## config.mk

```make
export PLATFORM = sky130hd
export DESIGN_NAME = distance_filter
export DESIGN_NICKNAME = d
export VERILOG_FILES = /design/src/rtl/distance_filter.sv
export SDC_FILE = /design/constraint.sdc
export NUM_CORES = 1
export LEC_CHECK = 0
export BUFFER_PORTS_ARGS = -buffer_cell sky130_fd_sc_hd__buf_2
export CAP_MARGIN = 20
export CORE_ASPECT_RATIO = 1.2
export CORE_MARGIN = 1
export CORE_UTILIZATION = 40
export CTS_CLUSTER_SIZE = 20
export DETAILED_ROUTE_END_ITERATION = 10
export PLACE_DENSITY = 0.56
export SKIP_LAST_GASP = 1
export SLEW_MARGIN = 20
export SYNTH_ARGS = -nofsm -noshare
export SYNTH_HDL_FRONTEND = slang
export SYNTH_SLANG_ARGS = --single-unit
```

## constraint.sdc

```tcl
create_clock -name clk -period 7.6 [get_ports clk]
set_input_delay 0.76 -clock clk [delete_from_list [all_inputs] [get_ports clk]]
set_output_delay 0.76 -clock clk [all_outputs]
set_load 0.005 [all_outputs]
```

## src/rtl/distance_filter.sv

```systemverilog
// rtl/distance_filter.sv - outlier-rejecting moving average with hysteretic near flag
// Optional rejected-sample counter enabled by DIST_FILTER_STATS_EN.
`timescale 1ns/1ps
module distance_filter #(
  parameter int SAMPLE_CYCLES = 10_000_000,
  parameter int WIN_LOG2      = 2,
  parameter int MAX_CM        = 400,
  parameter int NEAR_CM       = 30,
  parameter int FAR_CM        = 40,
  parameter int DEBOUNCE      = 2
) (
  input  logic        clk,
  input  logic        rst,
  input  logic [19:0] distance,
  output logic [19:0] avg_cm,
  output logic        avg_stb,
  output logic        avg_valid,
  output logic        near
`ifdef DIST_FILTER_STATS_EN
  ,
  output logic [15:0] invalid_cnt
`endif
);

  localparam int DEPTH = 1 << WIN_LOG2;
  localparam int SW    = 20 + WIN_LOG2;
  localparam int TW    = (SAMPLE_CYCLES > 1) ? $clog2(SAMPLE_CYCLES) : 1;
  localparam logic [TW-1:0] TICK_LAST = TW'(SAMPLE_CYCLES - 1);

  typedef enum logic {FILL, RUN} state_t;
  state_t state, state_nxt;

  logic [19:0]         d_q1, d_q2;
  logic [TW-1:0]       tick;
  logic                pending;
  logic [19:0]         win [DEPTH];
  logic [WIN_LOG2-1:0] wptr;
  logic [SW-1:0]       sum;
  logic                upd, upd_nxt;
  logic [3:0]          deb, deb_inc;
  logic                tick_hit, accept, sample_ok, take, fill_done;
  logic [19:0]         avg_new;

  assign tick_hit  = (tick == TICK_LAST);
  assign accept    = pending && (d_q1 == d_q2);
  assign sample_ok = (d_q2 != 20'd0) && (d_q2 <= 20'(MAX_CM));
  assign take      = accept && sample_ok;
  assign fill_done = (state == FILL) && take && (&wptr);
  assign avg_new   = sum[SW-1:WIN_LOG2];
  assign deb_inc   = deb + 4'd1;

  always_comb begin
    state_nxt = state;
    upd_nxt   = 1'b0;
    if (fill_done) state_nxt = RUN;
    // the sample that completes the fill already yields the first average
    if (take && (state == RUN || fill_done)) upd_nxt = 1'b1;
  end

  always_ff @(posedge clk or negedge rst) begin
    if (!rst) begin
      state   <= FILL;
      d_q1    <= '0;
      d_q2    <= '0;
      tick    <= '0;
      pending <= 1'b0;
    end else begin
      state   <= state_nxt;
      d_q1    <= distance;
      d_q2    <= d_q1;
      tick    <= tick_hit ? '0 : tick + TW'(1);
      // a tick landing on a pending sample is absorbed, not queued
      pending <= tick_hit | (pending & ~accept);
    end
  end

  always_ff @(posedge clk or negedge rst) begin
    if (!rst) begin
      for (int i = 0; i < DEPTH; i++) win[i] <= '0;
      wptr <= '0;
      sum  <= '0;
      upd  <= 1'b0;
    end else begin
      upd <= upd_nxt;
      if (take) begin
        // empty slots hold zero, so the same update works during fill
        win[wptr] <= d_q2;
        sum       <= sum + SW'(d_q2) - SW'(win[wptr]);
        wptr      <= wptr + WIN_LOG2'(1);
      end
    end
  end

  always_ff @(posedge clk or negedge rst) begin
    if (!rst) begin
      avg_cm    <= '0;
      avg_stb   <= 1'b0;
      avg_valid <= 1'b0;
      near      <= 1'b0;
      deb       <= '0;
    end else begin
      avg_stb <= upd;
      if (upd) begin
        avg_cm    <= avg_new;
        avg_valid <= 1'b1;
        if (!near && avg_new < 20'(NEAR_CM)) begin
          if (deb_inc == 4'(DEBOUNCE)) begin
            near <= 1'b1;
            deb  <= '0;
          end else begin
            deb <= deb_inc;
          end
        end else if (near && avg_new >= 20'(FAR_CM)) begin
          if (deb_inc == 4'(DEBOUNCE)) begin
            near <= 1'b0;
            deb  <= '0;
          end else begin
            deb <= deb_inc;
          end
        end else begin
          deb <= '0;
        end
      end
    end
  end

`ifdef DIST_FILTER_STATS_EN
  always_ff @(posedge clk or negedge rst) begin
    if (!rst) begin
      invalid_cnt <= '0;
    end else if (accept && !sample_ok && invalid_cnt != 16'hFFFF) begin
      invalid_cnt <= invalid_cnt + 16'd1;
    end
  end
`endif

endmodule

```

# Word level (Yosys, flattened, before mapping)
# Cells that the tools add are included.
# op_classes
addsub,5
magnitude_cmp,5
eq_ne,3
n_mux,15
bitwise,5
n_reduce_logical,15
# ops
operator,n
$bwmux W80,1
$mux W20,3
$bmux W20 S2,1
$demux W20 S2,1
$add A24 B1 Y24 const B,1
$eq A24 B24 Y1 const B,1
$mux W24,1
$add A22 B20 Y22,1
$sub A22 B20 Y22,1
$eq A20 B20 Y1,1
$ge A20 B6 Y1 const B,1
$le A20 B9 Y1 const B,1
$lt A20 B5 Y1 const B,1
$reduce_bool A20 Y1,1
$mux W4,3
$logic_and A1 B1 Y1,9
$mux W1,5
$add A4 B1 Y4 const B,1
$eq A4 B2 Y1 const B,1
$ge A3 B3 Y1 const B,1
$lt A3 B1 Y1 const B,1
$not A2 Y3,1
$reduce_and A3 Y1,1
$add A2 B1 Y2 const B,1
7 further kinds,8
# word_totals
reg_bits,198
in_bits,22
out_inout_bits,23
word_cells,65

# Logic depth before layout (Yosys ltp)
# Gate-level depths: netlist of run 1.
# depth
depth_word,8
depth_mapped,14

# Worst setup path after synthesis of run 1
# No wires, ideal clock.
# synth_path
path_type,register to register
from,register wptr[0]
to,register sum[18]
setup_ns,0.076
arrival_ns,3.762
t_required_ns,7.524
setup_slack_ns,3.761
stages_incl_launch_ff,14
synth_period_minus_slack_ns,3.839
cell_sequence,dfrtp_1 buf_1 mux4_2 fa_1 inv_1 ha_1 clkbuf_1 nand4_1 or4_1 a21o_1 nand3_1 a31oi_1 xor2_1 o21ai_1
# synth_via
elab_chain_cells,5
# synth_rtl
item,line,text
from (decl),37,logic [WIN_LOG2-1:0] wptr;
from (signal assigned),89,wptr <= wptr + WIN_LOG2'(1);
$not A2 Y3 (not written as such),88,sum <= sum + SW'(d_q2) - SW'(win[wptr]);
$bmux W20 S2,88,
$mux W20 (not written as such) (2 in a row),88,
$sub A22 B20 Y22,88,
to (signal assigned),88,
to (decl),38,logic [SW-1:0] sum;
# No other way between the ends. The select of a mux whose other input is x is not followed.
# A chain may end at the register's enable or synchronous reset.

# Worst setup path after layout of run 1
# layout_path
from,register wptr[0]
to,register sum[20]
# The elaborated chain is that of the path after synthesis.

==> results of run 1 <==
==> routing by layer <==
layer,wire length (µm),up-vias
met5,0,-
met4,325,0
met3,423,24
met2,8900,85
met1,9520,2906
li1,-,2917
==> logic make-up (layout without fill, tap and decap cells) <==
kind of cell | count (synthesis) | count (layout)
adder cells (fa/ha/maj) | 51 | 51
XOR/XNOR | 63 | 63
AND/OR/NAND/NOR | 235 | 235
AO/OA/AOI/OAI | 122 | 122
buffers and inverters | 112 | 167
flip-flops | 198 | 198
multiplexers | 51 | 51
==> synthesized netlist by cell type, types with 14 or more instances <==
library cell,instances
dfrtp_1,198
inv_1,86
nand2_1,75
and2_1,45
o21ai_0,44
xnor2_1,38
nor2_1,32
ha_1,31
mux2_2,25
xor2_1,25
a21oi_1,21
fa_1,20
mux4_2,20
nand4_1,17
nand3_1,15
o21ai_1,15
clkbuf_1,14
==> metrics by stage <==
stage | std cells | instance area [µm²]
2_1_floorplan | 832 | 9490
3_3_place_gp | 1170 | 10000
3_5_place_dp | 1170 | 10000
4_1_cts | 1202 | 10700
5_1_grt | 1202 | 10700
6_report | 1202 | 10700
==> worst min-delay path by stage <==
stage | from | endpoint | depth (start not counted) | slack [ns]
2_1_floorplan | d_q1[18]$_DFF_PN0_ | d_q2[18]$_DFF_PN0_ | 0 | 0.37
3_3_place_gp | d_q1[12]$_DFF_PN0_ | d_q2[12]$_DFF_PN0_ | 0 | 0.38
3_5_place_dp | d_q1[14]$_DFF_PN0_ | d_q2[14]$_DFF_PN0_ | 0 | 0.38
4_1_cts | rst | avg_stb$_DFF_PN0_ | 1 | 0.31
5_1_grt | rst | avg_stb$_DFF_PN0_ | 1 | 0.33
6_report | rst | avg_stb$_DFF_PN0_ | 1 | 0.30
==> cell usage in the layout (no fill, tap or decap), types with 20 or more instances in the layout <==
master   Yosys  layout
xor2_1      25      25
and2_1      45      45
nand2_1     75      75
buf_2        9      43
xnor2_1     38      38
dfrtp_1    198     197
a21oi_1     21      21
ha_1        31      31
nor2_1      32      32
mux2_2      25      25
mux4_2      20      20
fa_1        20      20
o21ai_0     44      44
inv_1       86      86
==> final cells by class <==
cell class,count,area [µm²],share of cell area
Inverter,86,323,0.0303
Multi-Input combinational cell,522,4090,0.384
Tap cell,315,394,0.0370
Clock buffer,17,425,0.0399
Timing Repair Buffer,49,267,0.0250
Clock inverter,15,194,0.0182
Sequential cell,198,4960,0.465
==> where the power goes <==
| part | internal, µW | total (µW) | switching (µW) |
|---|---|---|---|
| registers | 1060 | 1070 | 10.3 |
| logic | 56.3 | 154 | 97.6 |
| clock network | 455 | 924 | 469 |
==> sequential cells by signal (all words and copies together), names as in the netlist <==
signal / flops
deb: 4
avg_cm: 20
pending: 1
upd: 1
avg_valid: 1
near: 1
tick: 24
wptr: 2
win: 80
avg_stb: 1
sum: 22
state: 1
d_q1: 20
d_q2: 20
==> results.yml, run 1 <==
status:
  outcome: "finished, final reports clean"
yosys:
  synthXorXnorAreaFrac: 0.0582
  synth_enable_flop_cells: 0
  synth-simple-area-share: 0.129
  yosysTopAreaCell: "dfrtp_1"
  ys_ff_latch: 198
  post-synth-top-area-fraction: 0.522
  yosys.area_share.adder: 0.0831
  synth_top_family_by_area: "simple AND/OR/NAND/NOR gates"
  async_flop_share: 1.00
  netlist_area_um2: 9490
  synth_flop_cell: "dfrtp_1"
  synth_nets: 905
  yosys_warnings: 0
  synth_cell_types: 54
  synth.area.top_cells: "dfrtp_1 52%, mux4_2 4.7%, fa_1 4.2%"
  netlist_instances: 832
  synth.area.mux_share: 0.0840
  synth_compound_area_frac: 0.0768
  synth-seq-area-share: 0.522
  syn_avg_cell_area_um2: 11.4
timing:
  period_share: 0.520
  worstMarginPinSlew_ns: 1.03
  maxSlewHeadroom: 0.311
  skew_ns: 0.0138
  max_freq_mhz: 253
  final_max_slew_viol_count: 0
  timing.final.ws_setup_ns: 3.65
  hold_ws_ns: 0.297
  fin_crit_ns: 3.95
  setup_violations: 0
  tns_ns: 0
  rsz0062_at_grt: "false"
  final_hold_viol_count: 0
clock_tree:
  clkTransAtPathRegs_ns: 0.08
  post_cts_buffers: 0
  hold_buffers: 0
  cts_sinks: 198
  clock_latency_ns: 0.44
  cts_buffers: 17
  root_buffer: "clkbuf_16"
  cts_tree: "built"
  ctsLongestPathBuffers: 2
  cts-resized-gates: 0
  h-tree-depth: 4
grt:
  antenna_found_initial: 0
  track_usage: 0.172
  grt_util_met2: 0.267
  grt_pass1_wl_um: 31900
  globalRouteMet1Util: 0.245
  grt_pass1_vias: 5990
  grt_max_degree: 74
  grt_overflow_total: 0
  grt.busiest_layer: "met2"
  grtUsageMet3: 0.0252
power:
  p_leak_uw: 0.00504
  ir_drop_mv: 0.157
  totalPowerFinal_uw: 2150
  p_per_area_nw_per_um2: 202
route:
  drtIter0Drc: 411
  route.detailed.drc: 0
  wl_um: 19200
  num_vias: 5932
  antenna_left: 0
  routed_via_density: 4.94
  wl_per_cell_um: 15.9
  drt_pass1_iterations: 4
die:
  boundaryPins: 45
  die_h_um: 171
  row_count: 61
  core_um2: 23200
  dieWidth_um: 143
  start_util: 0.409
  dieArea_um2: 24300
critical_path:
  crit_path_max_fanout: 23
  endpoint_kind: "flip-flop"
  endpoint: "sum[20]$_DFFE_PN0P_"
  timing_worst_setup_path_type: "flip-flop to flip-flop"
  critPathSlowestCell: "mux4_2"
  worstPathArrival_ns: 4.26
  crit_family: "compound AO/OA/AOI/OAI gates"
  rr_startpoint: "wptr[0]$_DFFE_PN0P_"
  cp_cell_sequence: "buf_4, mux4_2, fa_1, fa_1, nand2b_1, a21o_1, a21oi_1, o32ai_1, o41ai_1, xnor2_1, o21ai_0"
  r2r_end: "sum[20]$_DFFE_PN0P_"
  cp.depth: 11
  reg2regPathDepth: 11
  critPathMaxStageDelay_ns: 0.58
  start_kind: "flip-flop"
  path_common_cell: "fa_1"
  required_ns: 7.90
  r2r_slack_ns: 3.65
  cp_num_buf_inv: 1
  crit_path_start: "wptr[0]$_DFFE_PN0P_"
finish:
  diodes: 0
  syn2layout_area_growth_pct: 12.3
  drive_gt1_frac: 0.151
  utilization: 0.459
  nFillCells: 2223
  num-nets-final: 947
placed_design:
  hpwl_um: 13800
  gp_congestion: 0.911
  buffer_ports.inserted: 44
  dpl_worst_slack_ns: 3.67
job:
  drv_cap: 0
min_path:
  hold_path_class: "primary input to async pin"
No activity file was read; power rests on OpenSTA's default activity.
==> run 2: changes to the inputs <==
==> constraint.sdc (replaced) <==
create_clock -name clk -period 3.8 [get_ports clk]
set_input_delay 0.38 -clock clk [delete_from_list [all_inputs] [get_ports clk]]
set_output_delay 0.38 -clock clk [all_outputs]
set_load 0.005 [all_outputs]
==> results.yml, run 2 (synthesis gave the netlist of run 1 again) <==
status:
  outcome: "finished, final reports clean"
power:
  comb_power_share: 0.075
  power_frac_clock: 0.425
  p_leak_uw: 0.00510
  p_per_area_nw_per_um2: 398
  power.switching_uw: 1150
  ir_drop_mv: 0.310
  switching_share: 0.267
  internal_power_uw: 3150
  seqPwrFrac: 0.501
placed_design:
  gp_congestion: 0.910
  hpwl_um: 14200
  buffer_ports.inserted: 44
route:
  wl_um: 19300
  route.detailed.drc: 0
  num_vias: 5952
  drtIter0Drc: 311
  routed_via_density: 4.89
  drt_pass1_iterations: 6
  wl_per_cell_um: 15.9
  antenna_left: 0
critical_path:
  cp_cell_sequence: "buf_12, mux4_2, fa_1, inv_1, ha_1, nand4_1, or4_1, a21o_1, nand3_1, a31oi_1, xor2_1, o21ai_1"
  r2r_slack_ns: 0.17
  reg2regPathDepth: 12
  worstPathArrival_ns: 3.95
  cp.depth: 12
  start_kind: "flip-flop"
  crit_path_max_fanout: 9
  cp_num_buf_inv: 2
  timing_worst_setup_path_type: "flip-flop to flip-flop"
  required_ns: 4.12
  endpoint_kind: "flip-flop"
  critPathMaxStageDelay_ns: 0.52
  rr_startpoint: "wptr[0]$_DFFE_PN0P_"
  r2r_end: "sum[18]$_DFFE_PN0P_"
  crit_family: "adder cells"
  critPathSlowestCell: "mux4_2"
job:
  drv_cap: 0
timing:
  worstMarginPinSlew_ns: 1.04
  period_share: 0.955
  tns_ns: 0
  hold_ws_ns: 0.00137
  max_freq_mhz: 276
  rsz0062_at_grt: "false"
  setup_violations: 0
  skew_ns: 0.0213
  final_max_slew_viol_count: 0
  maxSlewHeadroom: 0.307
  fin_crit_ns: 3.63
  final_hold_viol_count: 0
finish:
  multiInputGateArea_um2: 4100
  nFillCells: 2203
  reg_top3: "win: 80 flops, tick: 24 flops, sum: 22 flops"
  syn2layout_area_growth_pct: 13.7
  num-nets-final: 961
  diodes: 0
  largest_reg_flops: 80
  regMostFlops: "win"
  drive_gt1_frac: 0.166
  layout_commonest_cell: "dfrtp_1"
  final_cell_mix: "196 x dfrtp_1, 86 x inv_1, 75 x nand2_1"
  register_area_um2: 4960
grt:
  grt_max_degree: 90
  antenna_found_initial: 0
  grt_overflow_total: 0
  grt_pass1_wl_um: 32900
  track_usage: 0.176
  grt_pass1_vias: 6221
clock_tree:
  cts_buffers: 17
  cts_tree: "built"
  cts_sinks: 198
  hold_buffers: 0
  h-tree-depth: 4
  ctsLongestPathBuffers: 2
  clock_latency_ns: 0.45
  root_buffer: "clkbuf_16"
  clkTransAtPathRegs_ns: 0.08
min_path:
  hold_path_class: "primary input to async pin"
die:
  boundaryPins: 45
  dieArea_um2: 24300
  start_util: 0.409
  core_um2: 23200
  die_h_um: 171
  dieWidth_um: 143
  row_count: 61
run 2: cell types whose count changed in the layout (fill, tap and decap cells not counted), moves of 2 or more:
cell,before,now
buf_12,0,2
buf_4,5,16
clkinv_4,0,3
clkinv_8,5,7
inv_12,2,0
inv_6,4,1
run 2: worst max path at each step:
stage,from,end,slack (ns)
6_report,wptr[0]$_DFFE_PN0P_,sum[18]$_DFFE_PN0P_,0.17
2_1_floorplan,wptr[0]$_DFFE_PN0P_,sum[18]$_DFFE_PN0P_,0.24
3_3_place_gp,wptr[0]$_DFFE_PN0P_,sum[18]$_DFFE_PN0P_,0.1
4_1_cts,wptr[0]$_DFFE_PN0P_,sum[18]$_DFFE_PN0P_,0.01
3_5_place_dp,wptr[0]$_DFFE_PN0P_,sum[18]$_DFFE_PN0P_,0.02
5_1_grt,wptr[0]$_DFFE_PN0P_,sum[18]$_DFFE_PN0P_,0.006
run 2: metal layers:
layer | vias to the layer above | routed length [µm] | GRT usage
met5 | - | 0 | 0
met4 | 0 | 223 | 0.0453
li1 | 2926 | - | -
met3 | 16 | 492 | 0.0313
met2 | 99 | 9130 | 0.285
met1 | 2911 | 9460 | 0.243
run 2: through the flow:
| step | instance area (µm²) | util | power (µW) | setup WS (ns) | cells |
|---|---|---|---|---|---|
| floorplan | 9490 | - | 2380 | 0.240 | 832 |
| global placement | 10200 | 0.438 | 2510 | 0.0973 | 1183 |
| detailed placement | 10200 | 0.438 | 2510 | 0.0180 | 1183 |
| CTS | 10800 | 0.464 | 4350 | 0.00999 | 1215 |
| global route | 10800 | 0.465 | 4470 | 0.00649 | 1216 |
| finish | 10800 | 0.465 | 4290 | 0.172 | 1216 |
run 2: repair_timing:
action,in CTS,in global routing
setup buffers,0,1
setup endpoints to repair,0,11
gates resized for setup,0,3
run 2: power by group through the flow:
stage	clock (µW)	sequential [µW]	combinational [µW]
detailed placement	0	2190	322
global route	1960	2150	362
global placement	0	2190	323
finish	1820	2150	320
CTS	1880	2150	323
floorplan	0	2180	193
run 2: cell type report:
type | instances | area share
multi-input cells | 522 | 0.380
well taps | 315 | 0.0366
clock inverters | 15 | 0.0174
flip-flops and latches | 198 | 0.460
clock buffers | 17 | 0.0395
inverters | 86 | 0.0299
repair buffers | 63 | 0.0371
==> run 3: changes to the inputs <==
--- a/config.mk
+++ b/config.mk
@@ -13,6 +13,7 @@
 export CTS_CLUSTER_SIZE = 20
 export DETAILED_ROUTE_END_ITERATION = 10
 export PLACE_DENSITY = 0.56
+export REMOVE_ABC_BUFFERS = 1
 export SKIP_LAST_GASP = 1
 export SLEW_MARGIN = 20
 export SYNTH_ARGS = -nofsm -noshare
==> results.yml, run 3 (synthesis gave the netlist of run 1 again) <==
status:
  outcome: "complete, but fails checks"
  violations: "negative hold slack"
finish:
  largest_reg_flops: 80
  nFillCells: 2244
  fin_cells: 1217
  final_cell_mix: "198 x dfrtp_1, 86 x inv_1, 75 x nand2_1"
  syn2layout_area_growth_pct: 13.6
  layout_commonest_cell: "dfrtp_1"
  regMostFlops: "win"
  utilization: 0.464
  diodes: 0
  reg_top3: "win: 80 flops, tick: 24 flops, sum: 22 flops"
  drive_gt1_frac: 0.167
  num-nets-final: 962
grt:
  track_usage: 0.177
  grt_overflow_total: 0
  grt_pass1_vias: 6213
  grt_pass1_wl_um: 32900
  antenna_found_initial: 0
  grt_max_degree: 97
critical_path:
  crit_path_max_fanout: 13
  critPathSlowestCell: "or4_1"
  start_kind: "flip-flop"
  timing_worst_setup_path_type: "flip-flop to flip-flop"
  cp_num_buf_inv: 2
  cp_cell_sequence: "buf_4, mux4_2, fa_1, inv_1, ha_1, nand2_1, or4_1, a21o_1, nand3_1, a31oi_1, xor2_1, o21ai_1"
  endpoint_kind: "flip-flop"
  critPathMaxStageDelay_ns: 0.55
  crit_family: "adder cells"
  worstPathArrival_ns: 3.97
  required_ns: 4.11
placed_design:
  hpwl_um: 14200
  dp.cells: 1185
  buffer_ports.inserted: 44
  gp_congestion: 0.905
timing:
  setup_violations: 0
  period_share: 0.962
  maxSlewHeadroom: 0.464
  rsz0062_at_grt: "false"
  final_max_slew_viol_count: 0
  skew_ns: 0.0162
  fin_crit_ns: 3.66
  tns_ns: 0
  hold_ws_ns: -0.00225
  max_freq_mhz: 273
  final_hold_viol_count: 1
  worstMarginPinSlew_ns: 0.804
clock_tree:
  post_cts_buffers: 0
  cts_sinks: 198
  ctsLongestPathBuffers: 2
  h-tree-depth: 4
  hold_buffers: 0
  clkTransAtPathRegs_ns: 0.08
  root_buffer: "clkbuf_16"
  cts_buffers: 17
  cts-resized-gates: 0
  cts_tree: "built"
  clock_latency_ns: 0.44
die:
  boundaryPins: 45
  row_count: 61
  core_um2: 23200
  die_h_um: 171
  dieArea_um2: 24300
  dieWidth_um: 143
  start_util: 0.409
route:
  routed_via_density: 4.92
  route.detailed.drc: 0
  drt_pass1_iterations: 4
  antenna_left: 0
  wl_um: 19300
  num_vias: 5990
  wl_per_cell_um: 15.9
  drtIter0Drc: 358
job:
  drv_cap: 0
power:
  ir_drop_mv: 0.306
  p_per_area_nw_per_um2: 399
  p_leak_uw: 0.00511
min_path:
  hold_path_class: "primary input to async pin"
[run 3: cell count changes in the layout (fill, tap and decap cells not counted), moves of 2 or more]
cell      previous run  this run
buf_4               16        19
buf_12               2         0
clkinv_4             3         1
clkinv_8             7         5
dfrtp_1            196       198
dfrtp_2              2         0
inv_12               0         2
[run 3: routing by layer]
| layer | up-vias | track usage | routed length, µm |
|---|---|---|---|
| li1 | 2931 | - | - |
| met1 | 2958 | 0.244 | 9400 |
| met2 | 85 | 0.282 | 9110 |
| met3 | 16 | 0.0330 | 525 |
| met4 | 0 | 0.0556 | 272 |
| met5 | - | 0 | 0 |
[run 3: cell type report]
| type | instances | area, µm² | area share |
|---|---|---|---|
| flip-flops and latches | 198 | 4950 | 0.460 |
| clock inverters | 15 | 189 | 0.0175 |
| inverters | 86 | 323 | 0.0300 |
| repair buffers | 64 | 383 | 0.0355 |
| well taps | 315 | 394 | 0.0366 |
| clock buffers | 17 | 425 | 0.0395 |
| multi-input cells | 522 | 4110 | 0.381 |
[run 3: where the power goes]
group,switching (µW),leakage (µW),internal (µW)
clock network,926,0.000295,903
logic,195,0.00215,124
registers,21.8,0.00266,2130
[run 3: path summary, 6_finish.rpt]
path                                          to           startpoint  depth (start not counted)  slack (ns)
max in group asynchronous      d_q1[4]$_DFF_PN0_                  rst                          2        2.82
min in group clk              d_q1[11]$_DFF_PN0_         distance[11]                          1        0.04
setup / recovery             sum[18]$_DFFE_PN0P_  wptr[1]$_DFFE_PN0P_                         12        0.14
hold / removal             avg_cm[2]$_DFFE_PN0P_                  rst                          1      -0.002
setup reg to reg             sum[18]$_DFFE_PN0P_  wptr[1]$_DFFE_PN0P_                         12        0.14
hold reg to reg                d_q2[5]$_DFF_PN0_    d_q1[5]$_DFF_PN0_                          0        0.39
[run 3: through the flow]
stage               instance area (µm²)  power [µW]  worst slack (ns)
floorplan                          9370        2380            -0.192
global placement                  10100        2510             0.166
detailed placement                10100        2510            0.0883
CTS                               10800        4360            0.0396
global route                      10800        4480           0.00650
finish                            10800        4300             0.143
